## src/rtl/hazard3_pmp_programmer_pkg.sv

```systemverilog
// Shared definitions for the PMP region programmer.
// Contents: PMP CSR base addresses, pmpcfg A-field encodings,
// response error codes, the programmer FSM state encoding, and a
// helper that assembles a pmpcfg byte.
package hazard3_pmp_programmer_pkg;

  localparam logic [11:0] PMPCFG0  = 12'h3A0;
  localparam logic [11:0] PMPADDR0 = 12'h3B0;

  // TOR is listed for completeness. The programmer never generates it.
  typedef enum logic [1:0] {
    A_OFF   = 2'b00,
    A_TOR   = 2'b01,
    A_NA4   = 2'b10,
    A_NAPOT = 2'b11
  } pmp_a_e;

  typedef enum logic [2:0] {
    ERR_OK     = 3'd0,
    ERR_INDEX  = 3'd1,
    ERR_ALIGN  = 3'd2,
    ERR_SIZE   = 3'd3,
    ERR_LOCKED = 3'd4,
    ERR_WARL   = 3'd5
  } resp_err_e;

  typedef enum logic [2:0] {
    ST_IDLE    = 3'd0,
    ST_RD_CFG  = 3'd1,
    ST_WR_OFF  = 3'd2,
    ST_WR_ADDR = 3'd3,
    ST_WR_CFG  = 3'd4,
    ST_RB_CFG  = 3'd5,
    ST_RB_ADDR = 3'd6,
    ST_RESP    = 3'd7
  } state_e;

  // pmpcfg byte layout: {L, 2'b00, A[1:0], R, W, X}
  function automatic logic [7:0] make_cfg_byte(logic lock, pmp_a_e a, logic [2:0] rwx);
    return {lock, 2'b00, a, rwx};
  endfunction

endpackage

```

## src/rtl/hazard3_pmp_programmer_if.sv

```systemverilog
// Bus bundle for the PMP programmer.
// Request channel: req_valid/req_ready plus the region fields.
// Response channel: resp_valid/resp_ready plus resp_err.
// Config channel: cfg_addr/cfg_wen/cfg_wdata out, cfg_rdata in (combinational).
// Handshake rule for both req and resp: a transfer happens on a rising clk
// edge where valid && ready. The producer holds valid and its payload
// stable until that edge. ready may be asserted independently of valid.
// Modports: slave = the programmer; master = requester plus PMP CSR block.
interface hazard3_pmp_programmer_if
  import hazard3_pmp_programmer_pkg::*;
#(
  parameter int W_ADDR = 32,
  parameter int W_DATA = 32
);
  logic              req_valid;
  logic              req_ready;
  logic [3:0]        req_index;
  logic [W_ADDR-1:0] req_base;
  logic [5:0]        req_size_log2;
  logic [2:0]        req_rwx;
  logic              req_lock;
  logic              resp_valid;
  logic              resp_ready;
  resp_err_e         resp_err;
  logic [11:0]       cfg_addr;
  logic              cfg_wen;
  logic [W_DATA-1:0] cfg_wdata;
  logic [W_DATA-1:0] cfg_rdata;

  modport slave (
    input  req_valid, req_index, req_base, req_size_log2, req_rwx, req_lock,
    input  resp_ready, cfg_rdata,
    output req_ready, resp_valid, resp_err, cfg_addr, cfg_wen, cfg_wdata
  );

  modport master (
    output req_valid, req_index, req_base, req_size_log2, req_rwx, req_lock,
    output resp_ready, cfg_rdata,
    input  req_ready, resp_valid, resp_err, cfg_addr, cfg_wen, cfg_wdata
  );
endinterface

```

## src/rtl/hazard3_pmp_napot_encode.sv

```systemverilog
// Combinational region encoder.
// Inputs : size_log2_i (k), base_i (byte address).
// Outputs: pmpaddr_o (pmpaddr register value), a_o (A field),
//          size_ok_o (k legal for this grain), align_ok_o (base aligned to 2^k).
// k=0 -> OFF, k=2 -> NA4, k=3..32 -> NAPOT.
module hazard3_pmp_napot_encode
  import hazard3_pmp_programmer_pkg::*;
#(
  parameter int PMP_GRAIN = 0,
  parameter int W_ADDR    = 32
) (
  input  logic [5:0]        size_log2_i,
  input  logic [W_ADDR-1:0] base_i,
  output logic [31:0]       pmpaddr_o,
  output pmp_a_e            a_o,
  output logic              size_ok_o,
  output logic              align_ok_o
);

  logic [31:0] word_addr;
  logic [31:0] napot_clr;
  logic [31:0] napot_set;
  logic [63:0] align_mask;

  always_comb begin
    word_addr  = {2'b00, base_i[31:2]};
    // Low k-2 word-address bits are cleared, then the low k-3 are set.
    // For k<3 the shift amounts wrap, but those results are overridden below.
    napot_clr  = (32'd1 << (size_log2_i - 6'd2)) - 32'd1;
    napot_set  = (32'd1 << (size_log2_i - 6'd3)) - 32'd1;
    // 64-bit mask so that k=32 still yields a full 32-bit alignment mask.
    align_mask = (64'd1 << size_log2_i) - 64'd1;
    align_ok_o = ((64'(base_i) & align_mask) == 64'd0);
    size_ok_o  = (size_log2_i == 6'd0) ||
                 ((size_log2_i >= 6'd2) && (size_log2_i <= 6'd32) &&
                  (int'(size_log2_i) >= PMP_GRAIN + 2));
    a_o        = A_NAPOT;
    pmpaddr_o  = (word_addr & ~napot_clr) | napot_set;
    if (size_log2_i == 6'd0) begin
      a_o       = A_OFF;
      pmpaddr_o = word_addr;
    end else if (size_log2_i == 6'd2) begin
      a_o       = A_NA4;
      pmpaddr_o = word_addr;
    end
  end

endmodule

```

## src/rtl/hazard3_pmp_programmer.sv

```systemverilog
// PMP region programmer.
// Accepts a region request on bus (slave modport), validates it, then runs
// read cfg -> write cfg lane OFF -> write pmpaddr -> write final cfg ->
// read back cfg -> read back pmpaddr -> respond.
// Ports: clk, rst_n (async active-low), bus (request/response/config channels),
//        dbg_state_o (current FSM state for observation).
module hazard3_pmp_programmer
  import hazard3_pmp_programmer_pkg::*;
#(
  parameter int PMP_REGIONS = 4,
  parameter int PMP_GRAIN   = 0,
  parameter int W_ADDR      = 32,
  parameter int W_DATA      = 32
) (
  input  logic                     clk,
  input  logic                     rst_n,
  hazard3_pmp_programmer_if.slave  bus,
  output state_e                   dbg_state_o
);

  // With G>=2 the low G-1 pmpaddr bits read back as ones/WARL, so they are
  // excluded from the readback compare.
  localparam int GP = (PMP_GRAIN > 0) ? PMP_GRAIN - 1 : 0;
  localparam logic [W_DATA-1:0] RB_MASK =
    W_DATA'(((64'd1 << 30) - 64'd1) & ~((64'd1 << GP) - 64'd1));

  state_e            state_q, state_d;
  logic [3:0]        index_q, index_d;
  logic [5:0]        k_q, k_d;
  logic [W_DATA-1:0] addr_q, addr_d;
  logic [7:0]        byte_q, byte_d;
  logic [W_DATA-1:0] shadow_q, shadow_d;
  resp_err_e         err_q, err_d;

  logic [31:0]       enc_addr;
  pmp_a_e            enc_a;
  logic              enc_size_ok;
  logic              enc_align_ok;

  hazard3_pmp_napot_encode #(
    .PMP_GRAIN (PMP_GRAIN),
    .W_ADDR    (W_ADDR)
  ) u_encode (
    .size_log2_i (bus.req_size_log2),
    .base_i      (bus.req_base),
    .pmpaddr_o   (enc_addr),
    .a_o         (enc_a),
    .size_ok_o   (enc_size_ok),
    .align_ok_o  (enc_align_ok)
  );

  logic [4:0]        lane_sh;
  logic [11:0]       cfg_word_addr;
  logic [11:0]       pmpaddr_addr;
  logic [7:0]        rd_lane;
  logic [W_DATA-1:0] lane_mask;

  assign lane_sh       = {index_q[1:0], 3'b000};
  assign cfg_word_addr = PMPCFG0 + {10'd0, index_q[3:2]};
  assign pmpaddr_addr  = PMPADDR0 + {8'd0, index_q};
  assign rd_lane       = bus.cfg_rdata[lane_sh +: 8];
  assign lane_mask     = W_DATA'(8'hFF) << lane_sh;

  assign bus.resp_err  = err_q;
  assign dbg_state_o   = state_q;

  always_ff @(posedge clk or negedge rst_n) begin
    if (!rst_n) begin
      state_q  <= ST_IDLE;
      index_q  <= '0;
      k_q      <= '0;
      addr_q   <= '0;
      byte_q   <= '0;
      shadow_q <= '0;
      err_q    <= ERR_OK;
    end else begin
      state_q  <= state_d;
      index_q  <= index_d;
      k_q      <= k_d;
      addr_q   <= addr_d;
      byte_q   <= byte_d;
      shadow_q <= shadow_d;
      err_q    <= err_d;
    end
  end

  always_comb begin
    state_d       = state_q;
    index_d       = index_q;
    k_d           = k_q;
    addr_d        = addr_q;
    byte_d        = byte_q;
    shadow_d      = shadow_q;
    err_d         = err_q;
    bus.req_ready  = 1'b0;
    bus.resp_valid = 1'b0;
    bus.cfg_addr   = 12'h000;
    bus.cfg_wen    = 1'b0;
    bus.cfg_wdata  = '0;

    unique case (state_q)
      ST_IDLE: begin
        bus.req_ready = 1'b1;
        if (bus.req_valid) begin
          index_d = bus.req_index;
          k_d     = bus.req_size_log2;
          addr_d  = W_DATA'(enc_addr);
          byte_d  = make_cfg_byte(bus.req_lock, enc_a, bus.req_rwx);
          err_d   = ERR_OK;
          state_d = ST_RD_CFG;
          // Pre-checks in priority order; a failure skips all cfg traffic.
          if (int'(bus.req_index) >= PMP_REGIONS) begin
            err_d   = ERR_INDEX;
            state_d = ST_RESP;
          end else if (!enc_size_ok) begin
            err_d   = ERR_SIZE;
            state_d = ST_RESP;
          end else if (!enc_align_ok) begin
            err_d   = ERR_ALIGN;
            state_d = ST_RESP;
          end
        end
      end
      ST_RD_CFG: begin
        bus.cfg_addr = cfg_word_addr;
        shadow_d     = bus.cfg_rdata;
        if (rd_lane[7]) begin
          err_d   = ERR_LOCKED;
          state_d = ST_RESP;
        end else begin
          state_d = ST_WR_OFF;
        end
      end
      ST_WR_OFF: begin
        // Disable the region before its address changes.
        bus.cfg_addr  = cfg_word_addr;
        bus.cfg_wen   = 1'b1;
        bus.cfg_wdata = shadow_q & ~lane_mask;
        state_d       = (k_q == 6'd0) ? ST_WR_CFG : ST_WR_ADDR;
      end
      ST_WR_ADDR: begin
        bus.cfg_addr  = pmpaddr_addr;
        bus.cfg_wen   = 1'b1;
        bus.cfg_wdata = addr_q;
        state_d       = ST_WR_CFG;
      end
      ST_WR_CFG: begin
        bus.cfg_addr  = cfg_word_addr;
        bus.cfg_wen   = 1'b1;
        bus.cfg_wdata = (shadow_q & ~lane_mask) | (W_DATA'(byte_q) << lane_sh);
        state_d       = ST_RB_CFG;
      end
      ST_RB_CFG: begin
        bus.cfg_addr = cfg_word_addr;
        if (rd_lane != byte_q) begin
          err_d   = ERR_WARL;
          state_d = ST_RESP;
        end else begin
          state_d = (k_q == 6'd0) ? ST_RESP : ST_RB_ADDR;
        end
      end
      ST_RB_ADDR: begin
        bus.cfg_addr = pmpaddr_addr;
        if (((bus.cfg_rdata ^ addr_q) & RB_MASK) != '0) begin
          err_d = ERR_WARL;
        end
        state_d = ST_RESP;
      end
      ST_RESP: begin
        bus.resp_valid = 1'b1;
        if (bus.resp_ready) begin
          state_d = ST_IDLE;
        end
      end
      default: state_d = ST_IDLE;
    endcase
  end

endmodule

```

## src/flat_wrapper.sv

```systemverilog
// flat-port wrapper written by rule: the top's interface ports become plain ports
module hazard3_pmp_programmer_flat import hazard3_pmp_programmer_pkg::*;
#(
  parameter int PMP_REGIONS = 4,
  parameter int PMP_GRAIN   = 0,
  parameter int W_ADDR      = 32,
  parameter int W_DATA      = 32
)
  (clk, rst_n, dbg_state_o, bus_req_valid, bus_req_index, bus_req_base, bus_req_size_log2, bus_req_rwx, bus_req_lock, bus_resp_ready, bus_cfg_rdata, bus_req_ready, bus_resp_valid, bus_resp_err, bus_cfg_addr, bus_cfg_wen, bus_cfg_wdata);
  hazard3_pmp_programmer_if #(.W_ADDR(W_ADDR), .W_DATA(W_DATA)) bus_i ();
  input  logic clk;
  input  logic rst_n;
  output state_e dbg_state_o;
  input wire logic [$bits(bus_i.req_valid)-1:0] bus_req_valid;
  input wire logic [$bits(bus_i.req_index)-1:0] bus_req_index;
  input wire logic [$bits(bus_i.req_base)-1:0] bus_req_base;
  input wire logic [$bits(bus_i.req_size_log2)-1:0] bus_req_size_log2;
  input wire logic [$bits(bus_i.req_rwx)-1:0] bus_req_rwx;
  input wire logic [$bits(bus_i.req_lock)-1:0] bus_req_lock;
  input wire logic [$bits(bus_i.resp_ready)-1:0] bus_resp_ready;
  input wire logic [$bits(bus_i.cfg_rdata)-1:0] bus_cfg_rdata;
  output wire logic [$bits(bus_i.req_ready)-1:0] bus_req_ready;
  output wire logic [$bits(bus_i.resp_valid)-1:0] bus_resp_valid;
  output wire logic [$bits(bus_i.resp_err)-1:0] bus_resp_err;
  output wire logic [$bits(bus_i.cfg_addr)-1:0] bus_cfg_addr;
  output wire logic [$bits(bus_i.cfg_wen)-1:0] bus_cfg_wen;
  output wire logic [$bits(bus_i.cfg_wdata)-1:0] bus_cfg_wdata;
  assign bus_i.req_valid = bus_req_valid;
  assign bus_i.req_index = bus_req_index;
  assign bus_i.req_base = bus_req_base;
  assign bus_i.req_size_log2 = bus_req_size_log2;
  assign bus_i.req_rwx = bus_req_rwx;
  assign bus_i.req_lock = bus_req_lock;
  assign bus_i.resp_ready = bus_resp_ready;
  assign bus_i.cfg_rdata = bus_cfg_rdata;
  assign bus_req_ready = bus_i.req_ready;
  assign bus_resp_valid = bus_i.resp_valid;
  assign bus_resp_err = bus_i.resp_err;
  assign bus_cfg_addr = bus_i.cfg_addr;
  assign bus_cfg_wen = bus_i.cfg_wen;
  assign bus_cfg_wdata = bus_i.cfg_wdata;
  hazard3_pmp_programmer #(.PMP_REGIONS(PMP_REGIONS), .PMP_GRAIN(PMP_GRAIN), .W_ADDR(W_ADDR), .W_DATA(W_DATA)) u_core (.clk(clk), .rst_n(rst_n), .bus(bus_i), .dbg_state_o(dbg_state_o));
endmodule
```

## config.mk

```make
export PLATFORM = sky130hd
export DESIGN_NAME = hazard3_pmp_programmer_flat
export DESIGN_NICKNAME = d
export VERILOG_FILES = /design/src/rtl/hazard3_pmp_programmer_pkg.sv /design/src/rtl/hazard3_pmp_programmer_if.sv /design/src/rtl/hazard3_pmp_napot_encode.sv /design/src/rtl/hazard3_pmp_programmer.sv /design/src/flat_wrapper.sv
export SDC_FILE = /design/constraint.sdc
export NUM_CORES = 1
export LEC_CHECK = 0
export CAP_MARGIN = 25
export CORE_ASPECT_RATIO = 0.75
export CORE_MARGIN = 2
export CORE_UTILIZATION = 40
export DETAILED_ROUTE_END_ITERATION = 8
export HOLD_SLACK_MARGIN = 0.02
export PLACE_DENSITY = 0.65
export SLEW_MARGIN = 20
export SYNTH_ARGS = -nofsm -noshare
export SYNTH_HDL_FRONTEND = slang
export SYNTH_SLANG_ARGS = --single-unit
```

## constraint.sdc

```tcl
create_clock -name clk -period 2.8 [get_ports clk]
set_input_delay 0.42 -clock clk [delete_from_list [all_inputs] [get_ports clk]]
set_output_delay 0.42 -clock clk [all_outputs]
set_load 0.02 [all_outputs]
```

# Word level (Yosys, flattened, before mapping)
# Cells that the tools add are included.
[op_classes] add_sub_neg=7 n_lt_le_gt_ge=4 eq_ne=14 shift=6 muxes=27 bitwise=8 reduce_logical=15
[ops] op="case mux 32 bit (3 select lines)" count=1
[ops] op="bitwise AND 32 x 64 -> 64 bit" count=1
[ops] op="zero test 64 bit" count=1
[ops] op="2-to-1 mux 32 bit" count=2
[ops] op="NOT 32 bit" count=2
[ops] op="bitwise OR 32 bit" count=2
[ops] op="<< shifter 1 x 6 -> 32 bit, first input constant" count=2
[ops] op="<< shifter 1 x 6 -> 64 bit, first input constant" count=1
[ops] op="subtractor 32 x 1 -> 32 bit, second input constant" count=2
[ops] op="subtractor 64 x 1 -> 64 bit, second input constant" count=1
[ops] op="2-to-1 mux 3 bit" count=14
[ops] op="bitwise AND 30 x 32 -> 32 bit" count=1
[ops] op="bitwise AND 32 bit" count=1
[ops] op="nonzero test 32 bit" count=1
[ops] op="variable part select 32 x 6 -> 8 bit" count=1
[ops] op="<< shifter 8 x 5 -> 32 bit" count=1
[ops] op="<< shifter 8 x 5 -> 32 bit, first input constant" count=1
[ops] op="XOR 30 bit" count=1
[ops] op="case mux 12 bit (2 select lines)" count=1
[ops] op="case mux 3 bit (8 select lines)" count=1
[ops] op="equality test 3 bit, second input constant" count=4
[ops] op="greater-or-equal comparator 6 x 2 -> 1 bit, second input constant" count=2
[ops] op="zero test 6 bit" count=2
[ops] op="case mux 3 bit (4 select lines)" count=1
[ops] op="22 further kinds" count=34
[word_totals] ff_bits=86 input_bits=82 output_inout_bits=53 wordCells=88

# Longest topological paths before layout
[depth] depth_word=9 ltp_mapped=20 depth_no_buf=14

# Cells and area by module
# A second synthesis with hierarchy kept.
[hier_totals] hier_cells=972 area_unflattened_um2=8060.2
[by_module_without_submodules] module="hazard3_pmp_programmer" instances=1 cells_each=426 area_per_inst_um2=4750.8 seq_area_each_um2=2152.1
[by_module_without_submodules] module="hazard3_pmp_napot_encode" instances=1 cells_each=546 area_per_inst_um2=3309.4 seq_area_each_um2=0.0

# Least setup slack after synthesis
# No wires, ideal clock.
[synth_timing] kind="input-to-reg" from="input port bus_req_size_log2[1]" to="register u_core.addr_q[20]" setup_time_ns=0.123 arrival_ns=4.146 required_ns=2.677 path_slack_ns=-1.469 path_stages=19 path_buffers=6 cell_sequence="buf_4 -> buf_4 -> buf_4 -> clkbuf_1 -> inv_1 -> ha_1 -> clkbuf_1 -> o21ba_2 -> a211oi_1 -> nor3_1 -> nand3_1 -> ha_1 -> o31ai_1 -> a21oi_1 -> and2_1 -> clkbuf_1 -> or4_1 -> a31oi_1 -> nor3_1"
[synth_between] elab_chain_len=8 elab_cells_between_ends=13 cone_classes="add/sub (4); eq/ne (1); shift (2); mux (2); bitwise (3); reduce/logical (1)"
[synth_lines] element="start: declaration" line="flat_wrapper.sv:17" source="input wire logic [$bits(bus_i.req_size_log2)-1:0] bus_req_size_log2;"
[synth_lines] element="subtractor 6 x 2 -> 6 bit" line="hazard3_pmp_napot_encode.sv:29" source="napot_clr = (32'd1 << (size_log2_i - 6'd2)) - 32'd1;"
[synth_lines] element="<< shifter 1 x 6 -> 32 bit" line="hazard3_pmp_napot_encode.sv:29"
[synth_lines] element="subtractor 32 x 1 -> 32 bit" line="hazard3_pmp_napot_encode.sv:29"
[synth_lines] element="NOT 32 bit" line="hazard3_pmp_napot_encode.sv:38" source="pmpaddr_o = (word_addr & ~napot_clr) | napot_set;"
[synth_lines] element="bitwise AND 30 x 32 -> 32 bit" line="hazard3_pmp_napot_encode.sv:38"
[synth_lines] element="bitwise OR 32 bit" line="hazard3_pmp_napot_encode.sv:38"
[synth_lines] element="2-to-1 mux 32 bit" line="hazard3_pmp_napot_encode.sv:42" source="end else if (size_log2_i == 6'd2) begin"
[synth_lines] element="2-to-1 mux 32 bit *" line="hazard3_pmp_napot_encode.sv:39" source="if (size_log2_i == 6'd0) begin"
[synth_lines] element="end signal: assignment" line="hazard3_pmp_programmer.sv:80" source="addr_q <= addr_d;"
[synth_lines] element="end: declaration" line="hazard3_pmp_programmer.sv:30" source="logic [W_DATA-1:0] addr_q, addr_d;"
# Mark *: on every way between the ends. The rest lies on a longest branch, timed or not.
# A chain may end at the register's enable or synchronous reset.

# Worst setup path after layout
[layout_timing] from="input port bus_req_size_log2[0]" to="register u_core.err_q[1], in the netlist u_core.bus.resp_err[1]"
[layout_between] elab_chain_len=9 elab_cells_between_ends=16 cone_classes="add/sub (1); order compare (3); shift (1); mux (5); bitwise (1); reduce/logical (5)"
[layout_lines] element="<< shifter 1 x 6 -> 64 bit" line="hazard3_pmp_napot_encode.sv:32" source="align_mask = (64'd1 << size_log2_i) - 64'd1;"
[layout_lines] element="subtractor 64 x 1 -> 64 bit" line="hazard3_pmp_napot_encode.sv:32"
[layout_lines] element="bitwise AND 32 x 64 -> 64 bit" line="hazard3_pmp_napot_encode.sv:33" source="align_ok_o = ((64'(base_i) & align_mask) == 64'd0);"
[layout_lines] element="zero test 64 bit" line="hazard3_pmp_napot_encode.sv:33"
[layout_lines] element="2-to-1 mux 2 bit" line="hazard3_pmp_programmer.sv:118" source="end else if (!enc_align_ok) begin"
[layout_lines] element="2-to-1 mux 3 bit *" line="hazard3_pmp_programmer.sv:115" source="end else if (!enc_size_ok) begin"
[layout_lines] element="2-to-1 mux 3 bit *" line="hazard3_pmp_programmer.sv:112" source="if (int'(bus.req_index) >= PMP_REGIONS) begin"
[layout_lines] element="2-to-1 mux 3 bit *" line="hazard3_pmp_programmer.sv:104" source="if (bus.req_valid) begin"
[layout_lines] element="case mux 3 bit (4 select lines) *" line="hazard3_pmp_programmer.sv:101" source="unique case (state_q)"
[layout_lines] element="end signal: assignment" line="hazard3_pmp_programmer.sv:83" source="err_q <= err_d;"
[layout_lines] element="end: declaration" line="hazard3_pmp_programmer.sv:33" source="resp_err_e err_q, err_d;"
# Mark *: on every way between the ends. The rest lies on a longest branch, timed or not. The select of a mux whose other input is x is not followed.

==> qor.txt <==
run status = complete, but fails checks
failing checks = setup timing
max capacitance violation total = 0
final worst path period need = 2.95 ns
pre-CTS WS = -0.881 ns
Psw = 0.00391 W
Tot GR Track Use = 34.4%
critical path class = in -> reg
RSZ-0062 raised after global routing = true
Synth Register Bits = 86
top-level I/O count = 135
GRT overflow = 0
logic gate share of total power = 58.4%
final slew viol count = 0
DPL Wire Length = 28.8 mm
Crit. End Element = flop
global-route wire length before repair = 55.6 mm
grt met3 use = 9.37%
Slowest cell on crit path = or4_4
CTS clock-pin slew for the worst setup and hold paths = 0.07 ns
# port buffers = 131
antenna violations before repair = 0
cell area power density = 724 nW/um2
total clock sinks = 86
share of layout cells above drive strength 1 = 32.3%
routed vias/inst = 5.94
synthesis-to-layout area growth = 56.0%
fillcell total = 1683
Post-synth top flop = dfrtp_1
Worst-Skew Late Latency = 0.34 ns
die area = 21000 um2
final net count = 1493
GRT met2 Usage = 50.1%
Site Rows = 44
post-route ant nets = 0
final clock skew = 0.00895 ns
HP Class = in -> async
CTS tree = yes
met1 GRT Util = 51.3%
largest net degree at the start of global routing = 72
delay-heaviest family, CP = simple AND/OR/NAND/NOR gates
GRT Max-Usage Layer = met1
crit start category = input pin
DR WL/cell = 22.1 um
Worst-Margin Slew = 0.548 ns
Seq pwr share = 27.4%
Max Clk Rate = 339 MHz
Area contributors post-synth = dfrtp_1 27%, nand2_1 7.2%, o21ai_0 7.0%
synthesized cell area = 7920 um2
CTS Buf Count = 9
fin crit share = 105%
Synth warnings = 0
DRC = 0
CP peak stage delay = 0.53 ns
Total Wirelength = 36.7 mm
CP cell instances = buf_8 > nand2_4 > inv_4 > ha_4 > nor2b_1 > a221o_1 > nand4bb_4 > or4_4 > a32o_1 > a22oi_1 > nand4_1 > or3_1 > a22o_1
Post-synth EDFFs = 0
DRT iter0 DRCs = 1152
vias in the first global route = 9297
post-synth top area share = 27.2%
Hold Fails Final Rpt = 0
count leader, synth = nand2_1
leak pwr = 5.36 nW
design area = 12400 um2
switching part of the total = 43.8%
Starting Density = 40.9%
antenna fix cells = 0
syn_area_per_cell = 7.64 um2
Synth area leader = dfrtp_1
H-tree depth = 3
WP data required = 3.04 ns
die width = 166 um
via count = 9875
Seq/Total Area, Yosys = 27.2%
FFs w/ async S/R, synth = 100%
commonest cells in the netlist = 152 x nand2_1, 110 x o21ai_0, 86 x dfrtp_1
crit path buf inv count = 2
Post-DP Area = 11600 um2
GP Congestion = 0.994
# setup viols final = 3
drt pass-1 iters = 8
post-synthesis cell type count = 75
cell count after synthesis = 1036
Power Internal = 0.00503 W
Critical Path AT = 3.19 ns
core region area = 19400 um2
Root Buffer = clkbuf_16
peak supply drop = 826 uV
clk buf depth = 2
Die H = 126 um
critical path peak fanout = 3
setup ws final = -0.152 ns
Clk pwr share = 14.2%
Slew HR = 63.2%
[worst reg2reg max path, cell delays in order, from the launching register on]
cell and delay [ns]:
dfrtp_2 0.39, buf_12 0.13, mux4_2 0.52, xnor2_2 0.16, nand4_1 0.19, nor4_1 0.28
buf_4 0.17, nor2_1 0.04, o21a_1 0.19, o21ai_2 0.22, mux2_4 0.32
[power by group through the flow]
stage | Clock [W] | Sequential [W] | Combinational (W)
after floorplan | 0 | 0.00225 | 0.00293
after global placement | 0 | 0.00242 | 0.00498
after detailed placement | 0 | 0.00244 | 0.00504
after CTS | 0.00128 | 0.00241 | 0.00503
after global routing | 0.00134 | 0.00252 | 0.00560
final | 0.00127 | 0.00245 | 0.00523
[layer usage]
| metal | share of wire, % | vias up |
|---|---|---|
| li1 | - | 4533 |
| met4 | 1.5 | 0 |
| met5 | 0 | - |
| met3 | 12 | 43 |
| met1 | 45 | 4748 |
| met2 | 42 | 551 |
[cells by family (layout without fill, tap and decap cells)]
group / after synthesis / in the layout / share of synthesized area, %
buffers and inverters: 101 / 472 / 5.51
DFF: 86 / 86 / 27.2
muxes: 49 / 49 / 7.71
xor gates and xnor gates: 70 / 70 / 7.74
and+or+nand+nor: 388 / 388 / 23.6
adders and majority gates: 7 / 7 / 1.11
other: 1 / 3 / 0.0474
AOI/OAI and AO/OA: 334 / 334 / 27.1
[placed cells by master, fill, tap and decap left out, types with 11 or more instances in the layout]
| master | count |
|---|---|
| o21ai_0 | 96 |
| inv_1 | 17 |
| clkdlybuf4s50_1 | 99 |
| nand4_1 | 15 |
| a22oi_1 | 33 |
| dfrtp_1 | 84 |
| nand2b_1 | 11 |
| nand2_1 | 147 |
| a32o_1 | 11 |
| xor2_1 | 20 |
| nor2_1 | 69 |
| nor3_1 | 23 |
| mux2_2 | 35 |
| xnor2_1 | 46 |
| a21oi_1 | 68 |
| dlygate4sd2_1 | 23 |
| buf_6 | 15 |
| nand3_1 | 29 |
| nor4_1 | 11 |
| buf_4 | 283 |
[sequential cells by signal (all words and copies together) (netlist names)]
register             count
u_core.index_q           4
u_core.byte_q            6
u_core.k_q               6
u_core.shadow_q         32
u_core.bus.resp_err      3
u_core.dbg_state_o       3
u_core.addr_q           32
[final timing paths]
| check | start | endpoint | slack [ns] | depth (start not counted) |
|---|---|---|---|---|
| max | bus_req_size_log2[0] | u_core.bus.resp_err[1] | -0.15 | 13 |
| min | rst_n | u_core.dbg_state_o[0] | 0.48 | 2 |
| max in group asynchronous | rst_n | u_core.addr_q[30] | 1.65 | 3 |
| min reg2reg | u_core.k_q[1] | u_core.k_q[1] | 0.49 | 2 |
| min in group clk | u_core.k_q[1] | u_core.k_q[1] | 0.49 | 2 |
| max reg2reg | u_core.index_q[0] | u_core.bus.resp_err[0] | 0.07 | 10 |
[per-stage QoR]
| stage | instances | power, W | hold slack [ns] | TNS (ns) | utilization, % |
|---|---|---|---|---|---|
| floorplan | 1038 | 0.00518 | 0.124 | -4.49 | - |
| global placement | 1616 | 0.00741 | 0.297 | -21.67 | 59.7 |
| detailed placement | 1616 | 0.00748 | 0.297 | -22.65 | 59.7 |
| CTS | 1654 | 0.00872 | 0.472 | -0.311 | 62.7 |
| global route | 1662 | 0.00946 | 0.473 | -1.53 | 63.7 |
| finish | 1662 | 0.00894 | 0.478 | -0.320 | 63.7 |
[what timing repair did]
item | 4_1_cts | 5_1_grt
pin swaps | 34 | 37
gates resized for setup | 80 | 43
setup buffers | 22 | 13
endpoints found under the setup margin | 59 | 47
hold buffers | 1 | 0
hold endpoints to repair | 15 | 0
[layout make-up]
| cell class | instances | area, um2 | area share (%) |
|---|---|---|---|
| Tap cell | 253 | 317 | 2.56 |
| Clock inverter | 7 | 85.1 | 0.689 |
| Timing Repair Buffer | 435 | 3710 | 30.0 |
| Sequential cell | 86 | 2150 | 17.4 |
| Inverter | 21 | 96.3 | 0.780 |
| Clock buffer | 9 | 225 | 1.82 |
| Multi-Input combinational cell | 851 | 5760 | 46.7 |
Power figures use the tool's default switching activity.
